### config.mk
export PLATFORM = sky130hd
export DESIGN_NAME = rip_ex_issue_flat
export DESIGN_NICKNAME = d
export VERILOG_FILES = /design/src/rtl/rip_ex_issue_if.sv /design/src/rtl/rip_ex_issue.sv /design/src/flat_wrapper.sv
export SDC_FILE = /design/constraint.sdc
export NUM_CORES = 1
export LEC_CHECK = 0
export ABC_AREA = 1
export CORE_MARGIN = 10
export CORE_UTILIZATION = 35
export DETAILED_ROUTE_END_ITERATION = 8
export PLACE_DENSITY = 0.94
export SYNTH_ARGS = -nofsm -noshare
export SYNTH_HDL_FRONTEND = slang
export SYNTH_SLANG_ARGS = --single-unit
### constraint.sdc
create_clock -name clk -period 1.85 [get_ports clk]
set_input_delay 0.185 -clock clk [delete_from_list [all_inputs] [get_ports clk]]
set_output_delay 0.185 -clock clk [all_outputs]
set_load 0.01 [all_outputs]
### src/rtl/rip_ex_issue_if.sv
// rip_ex_issue_if: decode-to-execute issue handshake and ALU operand bus
//  master: decode side (drives the decoded instruction, sees id_ready and the ALU operand strobe)
//  slave : issue controller (consumes the instruction, drives ex_ready/ex_rs1/ex_rs2)
interface rip_ex_issue_if;
  logic        id_valid;
  logic        id_ready;
  logic [4:0]  id_rs1_addr;
  logic [4:0]  id_rs2_addr;
  logic [4:0]  id_rd_addr;
  logic        id_rd_we;
  logic        id_is_load;
  logic        ex_ready;
  logic [31:0] ex_rs1;
  logic [31:0] ex_rs2;
  modport master (
    output id_valid, id_rs1_addr, id_rs2_addr, id_rd_addr, id_rd_we, id_is_load,
    input  id_ready, ex_ready, ex_rs1, ex_rs2
  );
  modport slave (
    input  id_valid, id_rs1_addr, id_rs2_addr, id_rd_addr, id_rd_we, id_is_load,
    output id_ready, ex_ready, ex_rs1, ex_rs2
  );
endinterface

### src/rtl/rip_ex_issue.sv
// rip_ex_issue: execute-stage issue controller with RAW forwarding and load-use stall
//  clk, rst_n           clock, asynchronous active-low reset
//  bus (slave)          decoded instruction in (id_*), ALU operands/strobe out (ex_*)
//  rf_rs1/rs2_data      register file read data
//  alu_rslt             ALU registered result of the last issued instruction
//  wb_valid/rd/data     writeback port
//  mem_busy, flush      hold issue / discard the decode entry
//  perf_issue/stall     counters, present only with RIP_ISSUE_PERF_EN defined
module rip_ex_issue #(
  parameter int CNT_W = 32
) (
  input  logic             clk,
  input  logic             rst_n,
  rip_ex_issue_if.slave    bus,
  input  logic [31:0]      rf_rs1_data,
  input  logic [31:0]      rf_rs2_data,
  input  logic [31:0]      alu_rslt,
  input  logic             wb_valid,
  input  logic [4:0]       wb_rd_addr,
  input  logic [31:0]      wb_data,
  input  logic             mem_busy,
  input  logic             flush,
  output logic [CNT_W-1:0] perf_issue,
  output logic [CNT_W-1:0] perf_stall
);
  localparam logic [0:0] RUN       = 1'b0;
  localparam logic [0:0] LOAD_WAIT = 1'b1;
  logic       state;
  logic       ex_vld, ex_we, ex_ld;
  logic [4:0] ex_rd, ld_rd;
  logic       wb_ld, dep, stall, issue;
  // A load in the ALU slot has no result in alu_rslt; its data arrives via writeback.
  function automatic logic [31:0] fwd(input logic [4:0] a, input logic [31:0] rf);
    return (a == 5'd0) ? 32'd0 :
           (ex_vld && ex_we && !ex_ld && ex_rd == a) ? alu_rslt :
           (wb_valid && wb_rd_addr == a) ? wb_data : rf;
  endfunction
  always_comb begin
    wb_ld        = wb_valid && wb_rd_addr == ld_rd;
    dep          = (bus.id_rs1_addr != 5'd0 && bus.id_rs1_addr == ld_rd) ||
                   (bus.id_rs2_addr != 5'd0 && bus.id_rs2_addr == ld_rd);
    // Only one load may be outstanding, so a second load waits even if the first returns now.
    stall        = (state == LOAD_WAIT) && ((dep && !wb_ld) || bus.id_is_load);
    issue        = rst_n && bus.id_valid && !stall && !mem_busy && !flush;
    bus.ex_ready = issue;
    bus.id_ready = issue || (rst_n && bus.id_valid && flush);
    bus.ex_rs1   = fwd(bus.id_rs1_addr, rf_rs1_data);
    bus.ex_rs2   = fwd(bus.id_rs2_addr, rf_rs2_data);
  end
  always_ff @(posedge clk or negedge rst_n) begin
    if (!rst_n) begin
      ex_vld <= 1'b0;
      ex_rd  <= 5'd0;
      ex_we  <= 1'b0;
      ex_ld  <= 1'b0;
      state  <= RUN;
      ld_rd  <= 5'd0;
    end else begin
      if (issue) begin
        ex_vld <= 1'b1;
        ex_rd  <= bus.id_rd_addr;
        ex_we  <= bus.id_rd_we;
        ex_ld  <= bus.id_is_load;
      end
      if (issue && bus.id_is_load && bus.id_rd_we && bus.id_rd_addr != 5'd0) begin
        state <= LOAD_WAIT;
        ld_rd <= bus.id_rd_addr;
      end else if (state == LOAD_WAIT && wb_ld) begin
        state <= RUN;
      end
    end
  end
`ifdef RIP_ISSUE_PERF_EN
  always_ff @(posedge clk or negedge rst_n) begin
    if (!rst_n) begin
      perf_issue <= '0;
      perf_stall <= '0;
    end else begin
      if (issue) perf_issue <= perf_issue + 1'b1;
      if (bus.id_valid && stall && !flush) perf_stall <= perf_stall + 1'b1;
    end
  end
`else
  assign perf_issue = '0;
  assign perf_stall = '0;
`endif
endmodule

### src/flat_wrapper.sv
// flat-port wrapper written by rule: the top's interface ports become plain ports
module rip_ex_issue_flat 
#(
  parameter int CNT_W = 32
)
  (clk, rst_n, rf_rs1_data, rf_rs2_data, alu_rslt, wb_valid, wb_rd_addr, wb_data, mem_busy, flush, perf_issue, perf_stall, bus_id_valid, bus_id_rs1_addr, bus_id_rs2_addr, bus_id_rd_addr, bus_id_rd_we, bus_id_is_load, bus_id_ready, bus_ex_ready, bus_ex_rs1, bus_ex_rs2);
  rip_ex_issue_if bus_i ();
  input  logic clk;
  input  logic rst_n;
  input  logic [31:0] rf_rs1_data;
  input  logic [31:0] rf_rs2_data;
  input  logic [31:0] alu_rslt;
  input  logic wb_valid;
  input  logic [4:0] wb_rd_addr;
  input  logic [31:0] wb_data;
  input  logic mem_busy;
  input  logic flush;
  output logic [CNT_W-1:0] perf_issue;
  output logic [CNT_W-1:0] perf_stall;
  input wire logic [$bits(bus_i.id_valid)-1:0] bus_id_valid;
  input wire logic [$bits(bus_i.id_rs1_addr)-1:0] bus_id_rs1_addr;
  input wire logic [$bits(bus_i.id_rs2_addr)-1:0] bus_id_rs2_addr;
  input wire logic [$bits(bus_i.id_rd_addr)-1:0] bus_id_rd_addr;
  input wire logic [$bits(bus_i.id_rd_we)-1:0] bus_id_rd_we;
  input wire logic [$bits(bus_i.id_is_load)-1:0] bus_id_is_load;
  output wire logic [$bits(bus_i.id_ready)-1:0] bus_id_ready;
  output wire logic [$bits(bus_i.ex_ready)-1:0] bus_ex_ready;
  output wire logic [$bits(bus_i.ex_rs1)-1:0] bus_ex_rs1;
  output wire logic [$bits(bus_i.ex_rs2)-1:0] bus_ex_rs2;
  assign bus_i.id_valid = bus_id_valid;
  assign bus_i.id_rs1_addr = bus_id_rs1_addr;
  assign bus_i.id_rs2_addr = bus_id_rs2_addr;
  assign bus_i.id_rd_addr = bus_id_rd_addr;
  assign bus_i.id_rd_we = bus_id_rd_we;
  assign bus_i.id_is_load = bus_id_is_load;
  assign bus_id_ready = bus_i.id_ready;
  assign bus_ex_ready = bus_i.ex_ready;
  assign bus_ex_rs1 = bus_i.ex_rs1;
  assign bus_ex_rs2 = bus_i.ex_rs2;
  rip_ex_issue #(.CNT_W(CNT_W)) u_core (.clk(clk), .rst_n(rst_n), .bus(bus_i), .rf_rs1_data(rf_rs1_data), .rf_rs2_data(rf_rs2_data), .alu_rslt(alu_rslt), .wb_valid(wb_valid), .wb_rd_addr(wb_rd_addr), .wb_data(wb_data), .mem_busy(mem_busy), .flush(flush), .perf_issue(perf_issue), .perf_stall(perf_stall));
endmodule
==> summary.md, run 1 <==
| Metric | Value |
|---|---|
| Outcome | finished, violations left |
| Failing checks | negative setup slack |
| Grt total ovfl | 0 |
| Worst Skew | approximately 6.5 ps |
| Final period utilization | 1.20 |
| Row cnt | 37 |
| Post-Place Cells | between 1000 and 1500 |
| Initial antenna violation count | 1 |
| Total clock sinks | 14 |
| Crit path launch type | flop |
| Drt total wl | between 20 and 25 mm |
| Post-synth top flop | dfrtp_1 |
| VDD IR max | 397 uV |
| Post-route setup slack | -373 ps |
| Design area | 0.00723 sq mm |
| Layout area overhead | 90.6% |
| Ranking of synthesized cells by area | nand2_1 (20%), nor2_1 (15%), buf_4 (13%) |
| Worst Path Arrival | ~2000 ps |
| Post-DP Area | 0.00624 sq mm |
| Sequential cell area fraction in the yosys report | 0.0924 |
| Kind of critical path | reg -> out |
| Req. time, crit path | 1660 ps |
| Initial Util | 0.364 |
| Hold Fails Final Rpt | 0 |
| Fin nets | between 1000 and 1500 |
| Worst Hold Class | in -> async |
| TritonCTS clock tree | done |
| Post-DRT Antenna Nets | 0 |
| Root buffer cell | clkbuf_8 |
| Final Max Slew Viols | 0 |
| Synth Cell Area | between 0.003 and 0.004 sq mm |
| Final Setup Violations | 64 |
| Worst-skew pair later-pin latency | ~250 ps |
| Post-synthesis cell count | approximately 740 |
| Pre-CTS worst setup slack | -728 ps |
| Post-synthesis cell type count | 30 |
| Num CTS Buffers | 3 |
| Die area | 0.0154 sq mm |
| Synth cell count leaders | nand2_1 (197), nor2_1 (147), inv_1 (86) |
| Count leader, synth | nand2_1 |
| Register bit total from synthesis | 14 |
| Detailed Place HPWL | roughly 15 mm |
| Die X | between 100 and 150 um |
| Top cell type's share of synthesized area | 0.195 |
| First-pass GRT wire length | between 30 and 40 mm |
| Avg WL per Cell | 18.7 um |
| 1st-iter DRT viols | about 700 |
| GRT Overall Usage | 0.244 |
| H-tree Lvls | 1 |
| Synthesized area per cell | between 5 and 6 sq um |
| Post-Layout Cell Count | 1158 |
| Yosys warning count | 0 |
| CTS Hold Bufs | 0 |
| Crit path capture type | output pin |
| TritonRoute pass-1 iters | 5 |
| Synth area leader | nand2_1 |
| Worst hold slack | 291 ps |
| Leakage power | 3.78 nW |
| # port buffers | 221 |
| Max-Cap Viols | 0 |
| Post-synth EDFFs | 0 |
| RSZ-0062 raised after global routing | true |
| Die Y | 124 um |
| Via count | about 6000 |
| Core area | 0.0104 sq mm |
| Worst-path clk slew | around 60 ps |
| Fin crit period | 2220 ps |
| Layout cells sized above 1 | 0.286 |
| Vias in the first global route | approximately 5800 |
| Pwr dens | approximately 340 mW/mm^2 |
| Max Freq | 450 MHz |
| Largest net degree at the start of global routing | 33 |
| RD Place Congestion | between 0.9 and 1 |
| I/O pin total | 286 |
| Drt drc | 0 |
| Worst-path maximum fanout | 7 |
| Max Root-Sink Buffers | 2 |
| Synth async-reset ratio | 1.00 |
| Via/cell ratio | 5.24 |
## power breakdown
part | switching (mW) | internal [mW] | leakage [nW]
Clock | 0.114 | 0.189 | 0.0288
Sequential | 0.0748 | 0.370 | 0.166
Combinational | 0.867 | 0.841 | 3.58
Total | 1.06 | 1.40 | 3.78
## metal layers
layer	track usage	vias to the layer above	wire length, um
met5	0	-	0
li1	-	2785	-
met2	0.432	438	10600
met3	0.0471	101	2360
met4	0.104	0	1150
met1	0.279	2743	7570
## kinds of logic after synthesis
family,Yosys count,synth area share
other cells,1,0.000989
buf+inv,200,0.272
simple gates,499,0.578
flops,14,0.0924
xor+xnor,11,0.0254
compound gates,17,0.0317
## cells in the final DEF, fill, tap and decap left out, types with 2 or more instances in the layout
master	instances
a21oi_4	3
buf_12	11
buf_16	7
buf_2	41
buf_4	50
buf_6	48
buf_8	3
clkbuf_16	3
clkbuf_8	4
clkdlybuf4s15_1	2
clkdlybuf4s50_1	140
clkinv_1	2
conb_1	64
dfrtp_1	9
dfrtp_2	5
dlygate4sd2_1	13
inv_1	69
inv_2	22
nand2_1	193
nand2_2	5
nand3_1	64
nand3_2	10
nand3_4	2
nand4_1	66
nor2_1	80
nor2_2	41
nor2_4	30
nor3_1	2
o21ai_1	7
o22ai_1	3
or2_1	2
xnor2_1	4
xor2_1	6
## critical path, stage by stage, from the launching register on
cell	delay (ps)
dfrtp_1	390
xnor2_1	180
nand4_1	200
nor3_2	150
buf_4	160
inv_8	60
buf_12	140
buf_16	140
nor2_4	70
nor2_1	50
nand2_1	70
inv_1	40
buf_2	130
## flip-flops by register name, indices dropped and copies added (netlist names)
name / flops
u_core.state: 1
u_core.ex_we: 1
u_core.ex_ld: 1
u_core.ex_rd: 5
u_core.ld_rd: 5
u_core.ex_vld: 1
## area by class of cell
cell class	instances	area, sq um
diodes	1	2.50
clock buffers	4	55.1
fillers	868	3190
inverters	94	360
multi-input cells	591	3090
flip-flops and latches	14	357
well taps	136	170
repair buffers	318	3190
## repair_timing
item,CTS,global route
resized for setup,392,100
gates cloned,9,4
buffers inserted,25,8
pin swaps,20,20
setup endpoints to repair,73,72
## worst paths after layout
check                                  startpoint         endpoint  slack (ps)  cells after the start
worst max-delay path              u_core.ex_rd[4]   bus_ex_rs1[23]        -370                     12
worst min-delay path                        rst_n  u_core.ld_rd[1]         290                      2
worst max register to register    u_core.ld_rd[1]  u_core.ld_rd[4]          70                     14
worst min register to register      u_core.ex_vld    u_core.ex_vld         530                      1
max in group asynchronous                   rst_n  u_core.ld_rd[3]        1360                      2
min in group clk                bus_id_rd_addr[1]  u_core.ld_rd[1]         500                      3
## stage by stage
stage / TNS [ps] / power (mW) / utilization
5_1_grt: -25360 / 2.60 / 0.694
2_1_floorplan: 0 / 1.18 / -
3_3_place_gp: -46430 / 1.91 / 0.599
6_report: -18070 / 2.46 / 0.694
3_5_place_dp: -46930 / 1.94 / 0.599
4_1_cts: -16150 / 2.33 / 0.665
Note: power is estimated with default switching activity, not from simulation.
==> run 2, diff against run 1 <==
Settings changed: CORE_AREA set to 2 2 109 111, CORE_MARGIN 10 to not set, CORE_UTILIZATION 35 to not set, DIE_AREA set to 0 0 111 113, PLACE_DENSITY 0.94 to 0.91.
Clock period 1.85 ns to 2.6 ns, I/O delays scaled along.
==> summary.md, run 2 (synthesized netlist as in run 1, its figures left out) <==
| Metric | Value |
|---|---|
| TritonCTS clock tree | done |
| Crit path capture type | output pin |
| Critical path endpoint | bus_ex_rs2[26] |
| Crit-path cells | inv_2 > nor2_2 > nor4_4 > nand3_4 > buf_12 > clkbuf_16 > nand3_1 > nand2_1 > inv_1 > clkdlybuf4s50_1 |
| Pwr dens | 251 mW/mm^2 (-26%) |
| Reg2reg end | u_core.ld_rd[0] |
| Largest regs | u_core.ex_rd (5), u_core.ld_rd (5) |
| RD Place Congestion | 0.934 (-1.6%) |
| Max Freq | about 400 MHz |
| CP max stage cell | clkdlybuf4s50_1 |
| Die area | 0.0125 sq mm (-19%) |
| Crit path largest cell delay | 520 ps (+130 ps) |
| Critical R2R Launch | u_core.ld_rd[3] |
| Outcome | finished, final reports clean |
| Fin nets | 1137 (-3.5%) |
| Core area | 0.0113 sq mm (+8.2%) |
| Max Root-Sink Buffers | 2 (unchanged) |
| Post-Place Cells | 1097 (-1.1%) |
| VDD IR max | 296 uV (-26%) |
| Post-DRT Antenna Nets | 0 (unchanged) |
| Avg WL per Cell | 16.4 um (-12%) |
| First-pass GRT wire length | 24.3 mm (-19%) |
| GRT Overall Usage | 0.236 (-0.00758) |
| Largest net degree at the start of global routing | 65 (+97%) |
| Worst Skew | 1.92 ps (-4.57 ps) |
| Die X | 111 um (-11%) |
| Row cnt | 39 (+5.4%) |
| Grt total ovfl | 0 (unchanged) |
| Design area | 0.00674 sq mm (-6.8%) |
| Worst Hold Class | in -> async |
| Crit path launch type | flop |
| Post-DP Area | 0.00610 sq mm (-2.1%) |
| Crit path launch | u_core.ex_rd[2] |
| Fillers | 1026 (+18%) |
| Worst-path clk slew | 40 ps (-20 ps) |
| Most common cell after layout, fill and taps aside | nand2_1 |
| Initial antenna violation count | 0 (-1) |
| Final Max Slew Viols | 0 (unchanged) |
| TritonRoute pass-1 iters | 5 (unchanged) |
| Layout cells sized above 1 | 0.0940 (-0.192) |
| Worst reg-to-reg path cell count | 11 (-3) |
| Most frequent cells in the layout | nand2_1 (197), clkdlybuf4s50_1 (183), nor2_1 (145) |
| Drt total wl | 18.4 mm (-15%) |
| Root buffer cell | clkbuf_16 |
| Detailed Place HPWL | 12.9 mm (-14%) |
| Total clock sinks | 14 (unchanged) |
| Via/cell ratio | 5.02 (-4.2%) |
| Layout area overhead | 77.7% |
| Final Setup Violations | 0 (-100%) |
| Final period utilization | 0.961 |
| Vias in the first global route | 4812 (-17%) |
| Final antenna diode count | 0 (-1) |
| Setup slack, reg-to-reg | 900 ps (+830 ps) |
| Die Y | 113 um (-8.9%) |
| Hold Fails Final Rpt | 0 (unchanged) |
| Initial Util | 0.336 (-0.0276) |
| H-tree Lvls | 1 (unchanged) |
| Leakage power | 3.75 nW (-0.73%) |
| Kind of critical path | reg -> out |
| Fin crit period | 2500 ps |
| 1st-iter DRT viols | 550 (-21%) |
| CTS Hold Bufs | 0 (unchanged) |
| Via count | 5629 (-7.2%) |
| # port buffers | 221 (unchanged) |
| Worst-skew pair later-pin latency | 240 ps (about the same) |
| Num CTS Buffers | 3 (unchanged) |
| Post-Layout Cell Count | 1122 (-3.1%) |
| Worst Path Arrival | 2240 ps (+200 ps) |
| Req. time, crit path | 2340 ps (+680 ps) |
| Drt drc | 0 (unchanged) |
| Worst-path maximum fanout | 8 (+1) |
| I/O pin total | 286 (unchanged) |
| Max-Cap Viols | 0 (unchanged) |
-- run 2: changes by cell type in the layout (fill, tap and decap cells not counted), sizes merged --
cell           change
dlygate4sd2        -4
dlymetal6s2s      +29
diode              -1
clkdlybuf4s50     +43
buf              -113
clkdlybuf4s15      -2
clkbuf             +5
-- run 2: layout make-up --
cell class | instances | area, sq um | share of cell area
flip-flops and latches | 14 | 350 | 0.0520
well taps | 143 | 179 | 0.0266
multi-input cells | 591 | 2740 | 0.407
inverters | 94 | 353 | 0.0524
repair buffers | 277 | 3040 | 0.451
clock buffers | 3 | 75.1 | 0.0111
-- run 2: worst min-delay path by stage --
stage	start	slack, ps	endpoint
after detailed placement	u_core.ex_vld	490	u_core.ex_vld
after global routing	rst_n	410	u_core.ex_ld
after CTS	rst_n	380	u_core.ld_rd[3]
final	rst_n	380	u_core.ld_rd[3]
after global placement	u_core.ex_vld	470	u_core.ex_vld
after floorplan	rst_n	-40	u_core.ex_ld
-- run 2: layer usage --
metal	GRT usage	vias to the layer above	wire length, um
met3	0.0450	55	1940
met5	0	-	0
met2	0.422	419	8800
met1	0.289	2462	7010
li1	-	2693	-
met4	0.0717	0	617
-- run 2: power by group --
part | total (mW) | switching [mW] | internal [mW]
Combinational | 1.11 | 0.546 | 0.560
Sequential | 0.313 | 0.0518 | 0.261
Clock | 0.274 | 0.0745 | 0.200
Total | 1.69 | 0.672 | 1.02
-- run 2: through the flow --
stage	hold slack, ps	util	power [mW]	setup WS, ps	setup TNS (ps)
2_1_floorplan	-35.6	-	0.839	967	0
3_3_place_gp	472	0.542	1.32	-122	-3790
3_5_place_dp	486	0.542	1.33	-147	-4310
4_1_cts	384	0.554	1.63	3.18	0
5_1_grt	414	0.598	1.80	-7.24	-7.24
6_report	378	0.598	1.69	102	0
-- run 2: critical path: cells and delay by family (launching register included) --
family                 cells  cell delay [ps]
AND/OR/NAND/NOR            5              600
flip-flops                 1              410
buffers and inverters      5              980
-- run 2: what timing repair did --
| item | in CTS | in global routing |
|---|---|---|
| pin swaps | 3 | 7 |
| setup buffers | 1 | 7 |
| gates cloned | 1 | 13 |
| gates resized for setup | 24 | 49 |
| setup endpoints to repair | 59 | 62 |
==> run 3, diff against run 2 <==
Settings changed: CELL_PAD_IN_SITES_DETAIL_PLACEMENT set to 0, CELL_PAD_IN_SITES_GLOBAL_PLACEMENT set to 1, CORE_AREA 2 2 109 111 to not set, CORE_UTILIZATION set to 22, DIE_AREA 0 0 111 113 to not set, PLACE_DENSITY 0.91 to 0.95.
==> summary.md, run 3 (synthesized netlist as in run 1, its figures left out) <==
| Metric | Value |
|---|---|
| Initial antenna violation count | 0 (unchanged) |
| Worst Hold Class | in -> async |
| Num CTS Buffers | 3 (unchanged) |
| First-pass GRT wire length | 27.4 mm (+13%) |
| Row cnt | 47 (+21%) |
| Fin util | 0.410 (-0.187) |
| Req. time, crit path | 2340 ps (about the same) |
| RSZ-0062 raised after global routing | true |
| TritonRoute pass-1 iters | 5 (unchanged) |
| Design Power | 1.72 mW (+1.8%) |
| Fillers | 1831 (+78%) |
| Kind of critical path | in -> out |
| Grt total ovfl | 0 (unchanged) |
| Final Max Slew Viols | 0 (unchanged) |
| Via count | 5451 (-3.2%) |
| Most frequent cells in the layout | nand2_1 (197), clkdlybuf4s50_1 (165), nor2_1 (143) |
| Avg WL per Cell | 15.7 um (-4.1%) |
| Die X | 133 um (+20%) |
| Pre-CTS worst setup slack | -191 ps (-44.1 ps) |
| Root buffer cell | clkbuf_16 |
| Setup slack, reg-to-reg | 950 ps (+50 ps) |
| Drt drc | 0 (unchanged) |
| TritonCTS clock tree | done |
| Final period utilization | 0.997 (+0.0356) |
| Detailed Place HPWL | 13.8 mm (+7.2%) |
| Pwr dens | 252 mW/mm^2 (+0.14%) |
| Drt total wl | 18.9 mm (+2.8%) |
| Final Setup Violations | 0 (unchanged) |
| Vias in the first global route | 4983 (+3.6%) |
| CTS Hold Bufs | 0 (unchanged) |
| Max Freq | 386 MHz (-3.6%) |
| Initial Util | 0.227 (-0.109) |
| Via/cell ratio | 4.53 (-9.6%) |
| Layout cells sized above 1 | 0.0967 (+0.00277) |
| Worst Skew | 1.31 ps (-0.613 ps) |
| Crit path launch | wb_rd_addr[4] |
| Fin crit period | 2590 ps (+92.5 ps) |
| 1st-iter DRT viols | 358 (-35%) |
| Fin nets | 1139 (+0.18%) |
| Max-Cap Viols | 0 (unchanged) |
| Largest net degree at the start of global routing | 33 (-49%) |
| VDD IR max | 307 uV (+3.9%) |
| GRT Overall Usage | 0.195 (-0.0414) |
| Crit path capture type | output pin |
| Worst hold slack | 373 ps (-4.76 ps) |
| Die Y | 133 um (+18%) |
| Outcome | finished, final reports clean |
| Most common cell after layout, fill and taps aside | nand2_1 |
| Worst-skew pair later-pin latency | 240 ps (about the same) |
| Core area | 0.0167 sq mm (+48%) |
| RD Place Congestion | 0.869 (-7.0%) |
| Hold Fails Final Rpt | 0 (unchanged) |
| Post-DRT Antenna Nets | 0 (unchanged) |
| Leakage power | 3.89 nW (+3.7%) |
| Total clock sinks | 14 (unchanged) |
| H-tree Lvls | 1 (unchanged) |
| Worst-path maximum fanout | 16 (+8) |
| Layout area overhead | 80.7% |
| Worst Path Arrival | 2330 ps (+90 ps) |
| Die area | 0.0178 sq mm (+42%) |
| Largest regs | u_core.ex_rd (5), u_core.ld_rd (5) |
| # port buffers | 221 (unchanged) |
| Worst-path clk slew | 40 ps (about the same) |
| Post-route setup slack | 9.08 ps (-92.5 ps) |
| Max Root-Sink Buffers | 2 (unchanged) |
| I/O pin total | 286 (unchanged) |
| Critical R2R Launch | u_core.ld_rd[3] |
| Crit path launch type | input port |
| Final antenna diode count | 0 (unchanged) |
-- run 3: cell types whose count changed in the layout (fill, tap and decap cells not counted), sizes merged --
cell           delta
dlygate4sd2       +5
buf               +6
bufbuf            +1
clkdlybuf4s50    -18
clkbuf            -4
dlymetal6s2s     +13
-- run 3: metal layers --
| metal | track usage | vias up | routed length [um] |
|---|---|---|---|
| met5 | 0 | - | 0 |
| li1 | - | 2698 | - |
| met3 | 0.0255 | 20 | 1390 |
| met1 | 0.255 | 2461 | 7980 |
| met2 | 0.347 | 272 | 9310 |
| met4 | 0.0259 | 0 | 187 |
-- run 3: cell type report --
| class | instances | area, sq um | area share |
|---|---|---|---|
| repair buffers | 279 | 3020 | 0.441 |
| clock buffers | 4 | 88.8 | 0.0130 |
| multi-input cells | 591 | 2760 | 0.403 |
| well taps | 220 | 275 | 0.0402 |
| flip-flops and latches | 14 | 350 | 0.0511 |
| inverters | 94 | 355 | 0.0519 |
-- run 3: metrics by stage --
step | area (sq um) | TNS (ps) | instances
finish | 6850 | 0 | 1202
global route | 6850 | -1120 | 1202
CTS | 6580 | -2.32 | 1194
detailed placement | 6290 | -7240 | 1184
global placement | 6290 | -7630 | 1184
floorplan | 4030 | 0 | 805
-- run 3: timing repair --
action,in CTS,in global routing
gates resized for setup,44,52
pin swaps,6,6
setup endpoints to repair,64,61
cloned,3,4
buffers inserted,3,4
-- run 3: where the power goes --
part           internal [mW]  switching, mW  total [mW]
registers              0.261         0.0516       0.313
clock network          0.232         0.0838       0.316
logic                  0.551          0.544        1.10
total                   1.04          0.680        1.72
-- run 3: worst paths after layout --
path                                    to  cells past startpoint
max in group asynchronous  u_core.ex_rd[1]                      2
min in group clk              u_core.ex_we                      2
min                        u_core.ld_rd[3]                      2
min reg2reg                   u_core.ex_we                      2
max                         bus_ex_rs2[20]                     11
max reg2reg                  u_core.ex_vld                     12
-- run 3: critical path, cell delays in order --
cell and delay [ps]:
clkdlybuf4s50_1 510, buf_4 130, o21ai_1 90, a21oi_4 250, nand3_4 150, buf_12 190
nand2_1 80, nand3_1 90, nand2_1 80, inv_1 40, clkdlybuf4s50_1 460
